--- config.mk ---
export PLATFORM = sky130hd
export DESIGN_NAME = window_fetcher
export DESIGN_NICKNAME = d
export VERILOG_FILES = /design/src/rtl/window_fetcher_pkg.sv /design/src/rtl/window_fetcher_addr_gen.sv /design/src/rtl/window_fetcher.sv
export SDC_FILE = /design/constraint.sdc
export NUM_CORES = 1
export LEC_CHECK = 0
export BUFFER_PORTS_ARGS = -buffer_cell sky130_fd_sc_hd__buf_4
export CAP_MARGIN = 5
export CORE_ASPECT_RATIO = 0.8
export CORE_MARGIN = 4
export CORE_UTILIZATION = 30
export DETAILED_ROUTE_END_ITERATION = 7
export SLEW_MARGIN = 20
export SYNTH_ARGS = -nofsm -noshare
export SYNTH_HDL_FRONTEND = slang
export SYNTH_SLANG_ARGS = --single-unit
--- constraint.sdc ---
create_clock -name clk_in -period 2.32 [get_ports clk_in]
set_clock_uncertainty 0.2 [all_clocks]
set_input_delay 0 -clock clk_in [delete_from_list [all_inputs] [get_ports clk_in]]
set_output_delay 0 -clock clk_in [all_outputs]
set_load 0.1 [all_outputs]
--- src/rtl/window_fetcher_pkg.sv ---
// Shared definitions for the BRAM-to-blur window fetch path: read latency,
// return-path tags and the packed three-pixel row width.
package window_fetcher_pkg;

   localparam int BRAM_RD_LATENCY = 2;

   typedef enum logic [1:0] {
      POS_TOP = 2'd0,
      POS_MID = 2'd1,
      POS_BOT = 2'd2
   } row_pos_e;

   // Travels alongside each BRAM read so the returning word can be placed.
   typedef struct packed {
      row_pos_e pos;
      logic     first_col;
      logic     last_col;
   } win_tag_t;

   typedef enum logic [1:0] {
      ST_IDLE  = 2'd0,
      ST_READ  = 2'd1,
      ST_DRAIN = 2'd2,
      ST_DONE  = 2'd3
   } fetch_state_e;

   function automatic int window_row_w(input int width);
      return 3 * width;
   endfunction

endpackage

--- src/rtl/window_fetcher_addr_gen.sv ---
// Walks the image in column-of-three order (row above, row, row below) and
// registers one clamped BRAM address plus its return tag per issued read.
module window_addr_gen
   import window_fetcher_pkg::*;
#(
   parameter int IMG_W  = 128,
   parameter int IMG_H  = 128,
   parameter int ADDR_W = $clog2(IMG_W*IMG_H)
) (
   input  logic              clk_in,
   input  logic              rst_in,
   input  logic              issue_in,
   output logic [ADDR_W-1:0] addr_out,
   output win_tag_t          tag_out,
   output logic              valid_out,
   output logic              last_out
);

   localparam int ROW_W = (IMG_H > 1) ? $clog2(IMG_H) : 1;
   localparam int COL_W = (IMG_W > 1) ? $clog2(IMG_W) : 1;

   logic [ROW_W-1:0]  row_q, row_d;
   logic [COL_W-1:0]  col_q, col_d;
   logic [1:0]        phase_q, phase_d;
   logic [ADDR_W-1:0] addr_q, addr_d;
   win_tag_t          tag_q, tag_d;
   logic              valid_q, valid_d;

   logic [ROW_W-1:0]  rd_row;
   logic              at_last_row;
   logic              at_last_col;

   always_comb begin
      at_last_row = (row_q == ROW_W'(IMG_H - 1));
      at_last_col = (col_q == COL_W'(IMG_W - 1));

      // Edge replication: the neighbour row is clamped into the image.
      rd_row = row_q;
      case (phase_q)
         2'd0:    if (row_q != '0) rd_row = row_q - ROW_W'(1);
         2'd2:    if (!at_last_row) rd_row = row_q + ROW_W'(1);
         default: rd_row = row_q;
      endcase

      row_d   = row_q;
      col_d   = col_q;
      phase_d = phase_q;
      addr_d  = addr_q;
      tag_d   = tag_q;
      valid_d = 1'b0;

      if (issue_in) begin
         addr_d = ADDR_W'(rd_row) * ADDR_W'(IMG_W) + ADDR_W'(col_q);
         case (phase_q)
            2'd0:    tag_d.pos = POS_TOP;
            2'd1:    tag_d.pos = POS_MID;
            default: tag_d.pos = POS_BOT;
         endcase
         tag_d.first_col = (col_q == '0);
         tag_d.last_col  = at_last_col;
         valid_d         = 1'b1;

         if (phase_q == 2'd2) begin
            phase_d = 2'd0;
            if (at_last_col) begin
               col_d = '0;
               row_d = at_last_row ? '0 : row_q + ROW_W'(1);
            end else begin
               col_d = col_q + COL_W'(1);
            end
         end else begin
            phase_d = phase_q + 2'd1;
         end
      end
   end

   always_ff @(posedge clk_in) begin
      if (!rst_in) begin
         row_q   <= '0;
         col_q   <= '0;
         phase_q <= '0;
         addr_q  <= '0;
         tag_q   <= '0;
         valid_q <= 1'b0;
      end else begin
         row_q   <= row_d;
         col_q   <= col_d;
         phase_q <= phase_d;
         addr_q  <= addr_d;
         tag_q   <= tag_d;
         valid_q <= valid_d;
      end
   end

   assign addr_out  = addr_q;
   assign tag_out   = tag_q;
   assign valid_out = valid_q;
   assign last_out  = at_last_row && at_last_col && (phase_q == 2'd2);

endmodule

--- src/rtl/window_fetcher.sv ---
// Streams one edge-replicated 3x3 window per pixel, in raster order, from a
// 2-cycle-latency BRAM into the blur stage's three-row packed input.
module window_fetcher
   import window_fetcher_pkg::*;
#(
   parameter int WIDTH  = 8,
   parameter int IMG_W  = 128,
   parameter int IMG_H  = 128,
   parameter int ADDR_W = $clog2(IMG_W*IMG_H)
) (
   input  logic               clk_in,
   input  logic               rst_in,
   input  logic               start_in,
   output logic [ADDR_W-1:0]  addr_out,
   input  logic [WIDTH-1:0]   rd_data_in,
   output logic [3*WIDTH-1:0] r0_data_out,
   output logic [3*WIDTH-1:0] r1_data_out,
   output logic [3*WIDTH-1:0] r2_data_out,
   output logic               data_valid_out,
   output logic               busy_out,
   output logic               done_out
);

   localparam int ROW_BITS = window_row_w(WIDTH);
   localparam int LAT      = BRAM_RD_LATENCY;

   typedef logic [2:0][WIDTH-1:0] col_t;

   fetch_state_e state_q, state_d;
   logic         issue;

   logic [ADDR_W-1:0] gen_addr;
   win_tag_t          gen_tag;
   logic              gen_valid;
   logic              gen_last;

   logic [LAT-1:0]           vdl_q, vdl_d;
   win_tag_t [LAT-1:0]       tdl_q, tdl_d;
   logic                     ret_valid;
   win_tag_t                 ret_tag;

   logic [WIDTH-1:0]    top_q, top_d;
   logic [WIDTH-1:0]    mid_q, mid_d;
   col_t                col_l_q, col_l_d;
   col_t                col_c_q, col_c_d;
   col_t                new_col;
   logic [ROW_BITS-1:0] r0_q, r0_d;
   logic [ROW_BITS-1:0] r1_q, r1_d;
   logic [ROW_BITS-1:0] r2_q, r2_d;
   logic                valid_q, valid_d;
   logic                edge_q, edge_d;

   function automatic logic [ROW_BITS-1:0] pack_row(input logic [WIDTH-1:0] l,
                                                    input logic [WIDTH-1:0] c,
                                                    input logic [WIDTH-1:0] r);
      return {r, c, l};
   endfunction

   window_addr_gen #(
      .IMG_W  (IMG_W),
      .IMG_H  (IMG_H),
      .ADDR_W (ADDR_W)
   ) u_addr_gen (
      .clk_in    (clk_in),
      .rst_in    (rst_in),
      .issue_in  (issue),
      .addr_out  (gen_addr),
      .tag_out   (gen_tag),
      .valid_out (gen_valid),
      .last_out  (gen_last)
   );

   always_comb begin
      state_d = state_q;
      issue   = 1'b0;
      case (state_q)
         ST_IDLE: begin
            if (start_in) begin
               issue   = 1'b1;
               state_d = ST_READ;
            end
         end
         ST_READ: begin
            issue = 1'b1;
            if (gen_last) state_d = ST_DRAIN;
         end
         // Wait for the final column and its right-edge window to leave.
         ST_DRAIN: begin
            if (!gen_valid && (vdl_q == '0) && !edge_q) state_d = ST_DONE;
         end
         ST_DONE: state_d = ST_IDLE;
         default: state_d = ST_IDLE;
      endcase
   end

   always_comb begin
      vdl_d[0] = gen_valid;
      tdl_d[0] = gen_tag;
      for (int i = 1; i < LAT; i++) begin
         vdl_d[i] = vdl_q[i-1];
         tdl_d[i] = tdl_q[i-1];
      end
      ret_valid = vdl_q[LAT-1];
      ret_tag   = tdl_q[LAT-1];
      new_col   = {rd_data_in, mid_q, top_q};

      top_d   = top_q;
      mid_d   = mid_q;
      col_l_d = col_l_q;
      col_c_d = col_c_q;
      r0_d    = r0_q;
      r1_d    = r1_q;
      r2_d    = r2_q;
      valid_d = 1'b0;
      edge_d  = 1'b0;

      if (ret_valid) begin
         case (ret_tag.pos)
            POS_TOP: top_d = rd_data_in;
            POS_MID: mid_d = rd_data_in;
            POS_BOT: begin
               if (ret_tag.first_col) begin
                  col_l_d = new_col;
                  col_c_d = new_col;
               end else begin
                  r0_d    = pack_row(col_l_q[0], col_c_q[0], new_col[0]);
                  r1_d    = pack_row(col_l_q[1], col_c_q[1], new_col[1]);
                  r2_d    = pack_row(col_l_q[2], col_c_q[2], new_col[2]);
                  valid_d = 1'b1;
                  col_l_d = col_c_q;
                  col_c_d = new_col;
               end
               edge_d = ret_tag.last_col;
            end
            default: ;
         endcase
      end

      // The column register now holds the last column; repeat it as the right.
      if (edge_q) begin
         r0_d    = pack_row(col_l_q[0], col_c_q[0], col_c_q[0]);
         r1_d    = pack_row(col_l_q[1], col_c_q[1], col_c_q[1]);
         r2_d    = pack_row(col_l_q[2], col_c_q[2], col_c_q[2]);
         valid_d = 1'b1;
      end
   end

   always_ff @(posedge clk_in) begin
      if (!rst_in) begin
         state_q <= ST_IDLE;
         vdl_q   <= '0;
         tdl_q   <= '0;
         top_q   <= '0;
         mid_q   <= '0;
         col_l_q <= '0;
         col_c_q <= '0;
         r0_q    <= '0;
         r1_q    <= '0;
         r2_q    <= '0;
         valid_q <= 1'b0;
         edge_q  <= 1'b0;
      end else begin
         state_q <= state_d;
         vdl_q   <= vdl_d;
         tdl_q   <= tdl_d;
         top_q   <= top_d;
         mid_q   <= mid_d;
         col_l_q <= col_l_d;
         col_c_q <= col_c_d;
         r0_q    <= r0_d;
         r1_q    <= r1_d;
         r2_q    <= r2_d;
         valid_q <= valid_d;
         edge_q  <= edge_d;
      end
   end

   assign addr_out       = gen_addr;
   assign r0_data_out    = r0_q;
   assign r1_data_out    = r1_q;
   assign r2_data_out    = r2_q;
   assign data_valid_out = valid_q;
   assign busy_out       = (state_q == ST_READ) || (state_q == ST_DRAIN);
   assign done_out       = (state_q == ST_DONE);

endmodule

Yosys cells after proc, flatten, opt, wreduce, memory -nomap -nowiden:

Index checks and enable logic that the tools add are counted.

* register bits: 185
* latch bits: 0
* RAM bits: 0
* bits in read-only memories: 0
* input bits: 11
* logic and storage cells: 101
* memories: 0

* add/subtract/negate cells: 5
* $mul: 0
* div/mod/pow operators: 0
* order comparisons: 0
* eq/ne operators: 13
* shift-type cells: 0
* muxes and demuxes: 31
* bitwise operators: 0
* reduce and logical (&&, ||, !) cells: 23

Operators with widths (count)
* $mux W24: 13
* $mux W7: 4
* $add A14 B7 Y14: 1
* $add A7 B1 Y7 const B: 2
* $eq A7 B7 Y1 const B: 2
* $pmux W7 S2: 1
* $reduce_and A3 Y1: 4
* $eq A2 B2 Y1 const B: 4
* $logic_not A2 Y1: 4
* $mux W2: 4
* $pmux W2 S4: 1
* $reduce_and A2 Y1: 4
* $logic_not A7 Y1: 1
* $reduce_bool A7 Y1: 1
* $sub A7 B1 Y7 const B: 1
* $eq A2 B1 Y1 const B: 3
* $mux W1: 6
* $ne A2 B2 Y1 const B: 3
* $logic_and A1 B1 Y1: 4
* $pmux W2 S2: 1
* $reduce_bool A2 Y1: 2
* $add A2 B1 Y2 const B: 1
* $logic_not A1 Y1: 2
* $ne A2 B1 Y1 const B: 1
* other kinds (2): 2

Longest topological paths before layout:

Gate-level depths: netlist of run 1.

* depth after elaboration: 5
* depth in mapped cells: 8

Modules after synthesis:

Synthesis of run 1 repeated with hierarchy kept, for this count alone.

* cells, all modules: 851
* area, all modules: 7975.1 µm²

By module, submodules not included
* window_fetcher: instances 1, cells an instance 634, area each 6144.6 µm², seq. area each 3002.9 µm²
* window_addr_gen: instances 1, cells an instance 217, area each 1830.5 µm², seq. area each 680.7 µm²

Worst setup path after synthesis of run 1:

Ideal clock, no wire load.

* path kind: flip-flop to flip-flop
* start: register u_addr_gen.row_q[0]
* end: register state_q[1]
* arrival time: 1879 ps
* required time: 2004 ps
* path slack: 125 ps
* cell stages (with the launch flop): 8
* buffers on the path: 0
* period minus slack after synthesis: 2195 ps
* path through: dfxtp_1 ha_1 and4_4 and3_4 inv_4 o41ai_4 a211oi_1 a41o_2

* word-level cells in the longest chain between the ends: 5

Ends and longest elaborated chain
* start, declared: RTL line window_fetcher_addr_gen.sv:22 `logic [ROW_W-1:0] row_q, row_d;`
* start signal, assigned: RTL line window_fetcher_addr_gen.sv:86 `row_q <= row_d;`
* $eq A7 B7 Y1: RTL line window_fetcher_addr_gen.sv:34 `at_last_row = (row_q == ROW_W'(IMG_H - 1));`
* $logic_and A1 B1 Y1 (2 in a row): RTL line window_fetcher_addr_gen.sv:98 `assign last_out = at_last_row && at_last_col && (phase_q == 2'd2);`
* $ne A2 B2 Y1 (no source line)
* $reduce_and A3 Y1 (no source line)
* end signal, assigned: RTL line window_fetcher.sv:163 `state_q <= state_d;`
* end, declared: RTL line window_fetcher.sv:29 `fetch_state_e state_q, state_d;`

Every way passes these cells.
A chain may end at the register's enable or synchronous reset.

Final worst setup path of run 1:

Same ends and word-level chain as after synthesis.

==> key figures, run 1 <==
Place
  – I/O Buffers: 99
  – Area after DPL: 8480 sq um
  – DP HPWL: 12.4 mm
  – RePlAce Congestion: between 0.7 and 0.8

Floorplanning
  – Die width: 183 um
  – I/O pins: 100
  – Die Y: 148 um
  – Effective utilization at floorplan: 0.309
  – DIE AREA: 27,000 sq um
  – Core area: 23,700 sq um
  – FP Rows: 50

Clocking
  – Max Root-Sink Buffers: 2
  – Clk pin slew, worst setup/hold paths: approximately 70 ps
  – CTS Buf Count: 17
  – Max H-tree Level: 4
  – Num Clock Sinks: 184
  – Clock root buffer master: clkbuf_16
  – CTS tree: yes
  – Post-CTS Repair Setup Buffers: 0
  – Clock Latency Late Sink: 430 ps

Timing
  – Worst slew pin tran: around 560 ps
  – Unrepaired setup endpoints after global routing: no
  – Min Tclk post-route: around 2200 ps
  – Final period utilization: 0.939
  – Hold Fails Final Rpt: 0
  – Setup Total Neg Slack: 0 ps
  – Slew HR: 0.627
  – F_max: 459 MHz
  – Setup-failing EPs final: 0
  – Final Max Tran Viols: 0

Route
  – TritonRoute pass-1 iters: 4
  – Initial DRC count: 369
  – Post-route ant nets: 0
  – Via count: a little under 6,000
  – Post-Route WL: 18.5 mm
  – DRC Markers: 0
  – Routed wire per std cell: between 10 and 15 um
  – Vias per inst: 4.72

Worst setup path
  – Worst EP required: 2440 ps
  – Reg2reg setup slack: 140 ps
  – CP Capture Type: flop
  – Setup CP Type: flop to flop
  – Crit-path max FO: 7
  – Crit path DAT: 2300 ps
  – Critical path startpoint category: flop

Logic synthesis
  – Post-synthesis mux area share: 0.0919
  – Simple-gate share of the synthesized area: 0.183
  – Cell taking the most area after synthesis: dfxtp_1
  – Synthesized net count: approximately 870
  – XOR/XNOR Fraction of Synth Area: 0.0108
  – Sequential share of the synthesized area: 0.503
  – Yosys warnings: 0
  – Leading post-synthesis cells by cell area: dfxtp_1, nand2_1, mux2i_1
  – Synth Area per Inst: 8.66 sq um
  – FF+latch count, synth: 184
  – Fraction of registers with async set/reset: 0
  – EDFF count, synth: 0
  – Distinct cells, synth: 51
  – Synth Cell Area: 7320 sq um
  – Compound-Gate Fraction of Synth Area: 0.153
  – Largest family of logic cells by synthesized area: simple AND/OR/NAND/NOR gates
  – Top FF cell, synth: dfxtp_1
  – Post-synth top area share: 0.503
  – Synth Area in Adders: 0.0188
  – Mapped Cells: 846

Finish
  – Layout cells sized above 1: 0.182
  – Area grow syn2layout: 25.4%
  – Final instance area: 9180 sq um
  – Antenna Cells: 0
  – Final nets: 959

Run status
  – Status: finished clean

GRT
  – First-pass GRT wire length: 30.1 mm
  – Largest net degree at the start of global routing: 87
  – GRT Overall Usage: 0.136
  – Congestion Overflow GR: 0
  – Antenna violations before repair: 0
  – Vias in the first global route: 5,533

Power
  – Sw frac: 0.316
  – Net Switching: 0.00247 W
  – Seq pwr share: 0.430
  – Pint: 0.00534 W
  – Combinational share of power: 0.186
  – Leak: 3.33 nW
  – Worst VDD drop: 498 uV
  – Clock Power Share: 0.383
  – Pwr dens: 851 nW/um^2

Run
  – MaxCap Viol Count: 0

Min path
  – Hold Crit Class: input pin to flop
==> state kept, by name, summed over array words and instances (netlist names) <==
signal,cells
u_addr_gen.addr_out,14
edge_q,1
u_addr_gen.tag_out,4
r1_data_out,24
u_addr_gen.phase_q,1
tdl_d,4
u_addr_gen.row_q,7
r2_data_out,24
mid_q,8
u_addr_gen.col_q,7
data_valid_out,1
col_c_q,24
u_addr_gen.valid_out,1
top_q,8
vdl_q,2
state_q,2
r0_data_out,24
col_l_q,24
ret_tag,4
==> final cells by class <==
class,instances,area [sq um]
clock buffers,18,439
clock inverters,13,159
fillers,2379,14500
inverters,10,42.5
multi-input cells,589,3380
flip-flops and latches,184,3690
well taps,312,390
repair buffers,135,1090
==> synth_stat cells (all sizes together), types with 3 or more instances <==
master and n:
dfxtp 184, nand2 176, a21oi 103, nor2 94, mux2i 65, a211oi 50, clkbuf 48, buf 15
o21ai 12, ha 11, and2 10, inv 10, nand3 7, nand4 7, xor2 7, nor3 4
a31oi 3, and3 3, nor4 3, or4 3
==> routing by layer <==
layer,wire (um),global-route usage,vias to the layer above
met5,0,0,-
met4,182,0.0326,0
met3,776,0.0349,13
met2,7580,0.189,88
met1,9950,0.207,2773
li1,-,-,3080
==> worst max-delay path, cell delays in order (launching register included) <==
cell and delay (ps):
dfxtp_2 390, ha_1 190, and4_4 240, and3_4 220, inv_4 60, o41ai_4 410, a211oi_1 130, a41o_2 240
==> cell usage in the layout (no fill, tap or decap), types with 5 or more instances in the layout <==
| cell type | instances |
|---|---|
| nor2_1 | 92 |
| nand2_1 | 176 |
| dlygate4sd3_1 | 10 |
| ha_1 | 11 |
| a211oi_1 | 50 |
| nand3_1 | 7 |
| clkbuf_16 | 17 |
| o21ai_0 | 12 |
| dfxtp_1 | 181 |
| and2_1 | 10 |
| xor2_1 | 7 |
| buf_4 | 121 |
| nand4_1 | 7 |
| mux2i_1 | 65 |
| inv_1 | 8 |
| a21oi_1 | 103 |
| inv_6 | 5 |
==> logic make-up after synthesis <==
logic type / Yosys count
and+or+nand+nor: 319
DFF: 184
AOI/OAI and AO/OA: 183
buffers and inverters: 73
muxes: 67
adders and majority gates: 11
xor gates and xnor gates: 9
==> through the flow <==
step | worst slack (ps) | hold slack (ps) | total power (W) | utilization | std cells
floorplan | 125 | -64.0 | 0.00452 | - | 846
global placement | 116 | 99.4 | 0.00488 | 0.358 | 1220
detailed placement | 71.1 | 104 | 0.00489 | 0.358 | 1220
CTS | 61.6 | 196 | 0.00791 | 0.387 | 1261
global route | 25.5 | 226 | 0.00817 | 0.387 | 1261
finish | 142 | 221 | 0.00781 | 0.387 | 1261
==> final timing paths <==
| kind | startpoint | to | cells after the start |
|---|---|---|---|
| worst max-delay path | u_addr_gen.row_q[0] | state_q[1] | 7 |
| worst min register to register | tdl_d[7] | ret_tag[3] | 1 |
| worst max register to register | u_addr_gen.row_q[0] | state_q[1] | 7 |
| worst min-delay path | rd_data_in[6] | col_c_q[22] | 4 |
==> power groups by stage <==
stage	Sequential (W)	Clock [W]	Combinational [W]
global placement	0.00343	0	0.00145
global route	0.00337	0.00323	0.00156
detailed placement	0.00343	0	0.00146
floorplan	0.00378	0	0.000749
CTS	0.00336	0.00308	0.00147
finish	0.00336	0.00300	0.00146
==> what timing repair did <==
action | 4_1_cts | 5_1_grt
hold endpoints to repair | 88 | 0
hold buffers | 10 | 0
gates resized for setup | 0 | 1
endpoints found under the setup margin | 0 | 3
Power figures use the tool's default switching activity.
==> run 2: changes to the inputs <==
- CELL_PAD_IN_SITES_DETAIL_PLACEMENT: unset -> 0
- CELL_PAD_IN_SITES_GLOBAL_PLACEMENT: unset -> 2
- HOLD_SLACK_MARGIN: unset -> 0.1
- PLACE_DENSITY_LB_ADDON: unset -> 0.1
==> run 2 against run 1 <==
Against the previous run: worst setup slack worse by 0.79 ps; hold slack improved by 6.0 ps; sequential power barely moved; cell area rose by 0.56%; largest cell class unchanged; sequential share of layout area fell by 0.24 points; non-clock buffer count is 3 higher.
==> key figures, run 2 (synthesis results as in run 1) <==
Finish
  – Final core utilization: 0.389 (+0.00216)
  – Most frequent cells in the layout: dfxtp_1, nand2_1, buf_4
  – Area grow syn2layout: 26.1%
  – Commonest non-fill, non-tap cell in the layout: dfxtp_1
  – Final nets: 962 (+0.31%)
  – Antenna Cells: 0 (unchanged)
  – Layout cells sized above 1: 0.185 (+0.00258)

Place
  – I/O Buffers: 99 (unchanged)
  – DP HPWL: 13.6 mm (+9.9%)
  – RePlAce Congestion: 0.817 (+3.0%)

GRT
  – Largest net degree at the start of global routing: 59 (-32%)
  – Antenna violations before repair: 0 (unchanged)
  – First-pass GRT wire length: 32.4 mm (+7.7%)
  – Congestion Overflow GR: 0 (unchanged)
  – GRT Overall Usage: 0.149 (+0.0135)
  – Vias in the first global route: 5,820 (+5.2%)

Worst setup path
  – Worst EP required: 2440 ps (about the same)
  – R2r startpoint: u_addr_gen.row_q[0]
  – Critical path startpoint category: flop
  – Reg2reg setup slack: 140 ps (about the same)
  – Setup CP Type: flop to flop
  – Crit path DAT: 2290 ps (about the same)
  – CP Capture Type: flop
  – Crit path capture: state_q[1]
  – Worst reg-to-reg path cell count: 7 (unchanged)
  – CP Launch Point: u_addr_gen.row_q[0]
  – Crit-path max FO: 5 (-2)
  – Worst r2r dst: state_q[1]

Clocking
  – Clock Latency Late Sink: 420 ps (about the same)
  – Clock root buffer master: clkbuf_16
  – Clk pin slew, worst setup/hold paths: 70 ps (about the same)
  – Max H-tree Level: 4 (unchanged)
  – Max Root-Sink Buffers: 2 (unchanged)
  – CTS Buf Count: 17 (unchanged)
  – Num Clock Sinks: 184 (unchanged)
  – CTS tree: yes

Floorplanning
  – Die width: 183 um (unchanged)
  – Die Y: 148 um (unchanged)
  – Core area: 23,700 sq um (unchanged)
  – DIE AREA: 27,000 sq um (unchanged)
  – I/O pins: 100 (unchanged)
  – Effective utilization at floorplan: 0.309 (unchanged)
  – FP Rows: 50 (unchanged)

Power
  – Sw frac: 0.306 (-0.0104)
  – Leak: 3.35 nW (+0.70%)
  – Seq pwr share: 0.422 (-0.008)
  – Combinational share of power: 0.184 (-0.002)
  – Pint: 0.00554 W (+3.8%)
  – Worst VDD drop: 434 uV (-13%)
  – Net Switching: 0.00244 W (-1.1%)
  – Clock Power Share: 0.394 (+0.011)
  – Pwr dens: 865 nW/um^2 (+1.7%)

Route
  – Routed wire per std cell: 16.0 um (+9.3%)
  – Initial DRC count: 307 (-17%)
  – Post-route ant nets: 0 (unchanged)
  – TritonRoute pass-1 iters: 5 (+1)
  – Vias per inst: 4.80 (+1.7%)
  – DRC Markers: 0 (unchanged)
  – Post-Route WL: 20.3 mm (+9.6%)
  – Via count: 6,072 (+2.0%)

Timing
  – Worst slew pin tran: 585 ps (+26.4 ps)
  – Setup Total Neg Slack: 0 ps (unchanged)
  – Min Tclk post-route: 2180 ps (+0.789 ps)
  – F_max: 459 MHz (about the same)
  – Final Max Tran Viols: 0 (unchanged)
  – Final period utilization: 0.939 (about the same)
  – Hold Fails Final Rpt: 0 (unchanged)
  – Setup-failing EPs final: 0 (unchanged)
  – Unrepaired setup endpoints after global routing: no
  – Slew HR: 0.609 (-0.0176)

Min path
  – Hold Crit Class: flop to flop

Run status
  – Status: finished clean

Run
  – MaxCap Viol Count: 0 (unchanged)
-- run 2: cell count changes in the layout (fill, tap and decap cells not counted), sizes merged --
cell	previous run	this run
buf	125	128
clkinvlp	1	2
bufinv	2	4
inv	18	13
clkinv	2	4
-- run 2: worst min path at each step --
stage / startpoint / end / slack [ps] / cells after the start
6_report: tdl_d[6] / ret_tag[2] / 230 / 1
5_1_grt: rd_data_in[6] / col_c_q[22] / 220 / 4
4_1_cts: rd_data_in[6] / col_c_q[22] / 200 / 4
3_5_place_dp: rd_data_in[7] / col_c_q[23] / 100 / 3
3_3_place_gp: rd_data_in[7] / col_c_q[23] / 100 / 3
2_1_floorplan: rd_data_in[0] / col_c_q[16] / -60 / 2
-- run 2: power groups by stage --
stage                     logic (W)  clock network, W  registers (W)
after CTS                   0.00148           0.00324        0.00337
final                       0.00147           0.00315        0.00337
after global placement      0.00146                 0        0.00344
after detailed placement    0.00147                 0        0.00344
after global routing        0.00158           0.00336        0.00338
after floorplan            0.000749                 0        0.00378
-- run 2: area by class of cell --
cell class / instances / area, sq um
inverters: 10 / 42.5
flip-flops and latches: 184 / 3690
clock buffers: 18 / 439
clock inverters: 13 / 195
fillers: 2426 / 14500
repair buffers: 138 / 1100
multi-input cells: 589 / 3380
well taps: 312 / 390
-- run 2: stage by stage --
| step | total power [W] | instances | cell area [sq um] | hold WS [ps] | setup slack (ps) |
|---|---|---|---|---|---|
| finish | 0.00799 | 1264 | 9240 | 227 | 142 |
| global route | 0.00833 | 1264 | 9240 | 221 | 57.9 |
| CTS | 0.00809 | 1264 | 9230 | 204 | 54.0 |
| detailed placement | 0.00491 | 1223 | 8490 | 98.9 | 52.5 |
| global placement | 0.00490 | 1223 | 8490 | 101 | 206 |
| floorplan | 0.00452 | 846 | 7320 | -64.0 | 125 |
-- run 2: layer usage --
metal  vias up  global-route usage  routed length (um)
li1       3073                   -                   -
met1      2872               0.230               11000
met2       116               0.208                8210
met3        11              0.0330                 918
met4         0              0.0375                 172
met5         -                   0                   0
-- run 2: worst max-delay path, stage by stage (launching register included) --
cell and delay [ps]:
dfxtp_1 350, ha_1 200, and4_4 250, and3_4 220, inv_4 60, o41ai_4 420, a211oi_1 130, a41o_2 240
-- run 2: what timing repair did --
action | in CTS | in global routing
hold buffers | 10 | 0
endpoints found under the setup margin | 0 | 6
buffers inserted | 0 | 0
endpoints found under the hold margin | 93 | 0
gates resized for setup | 0 | 1
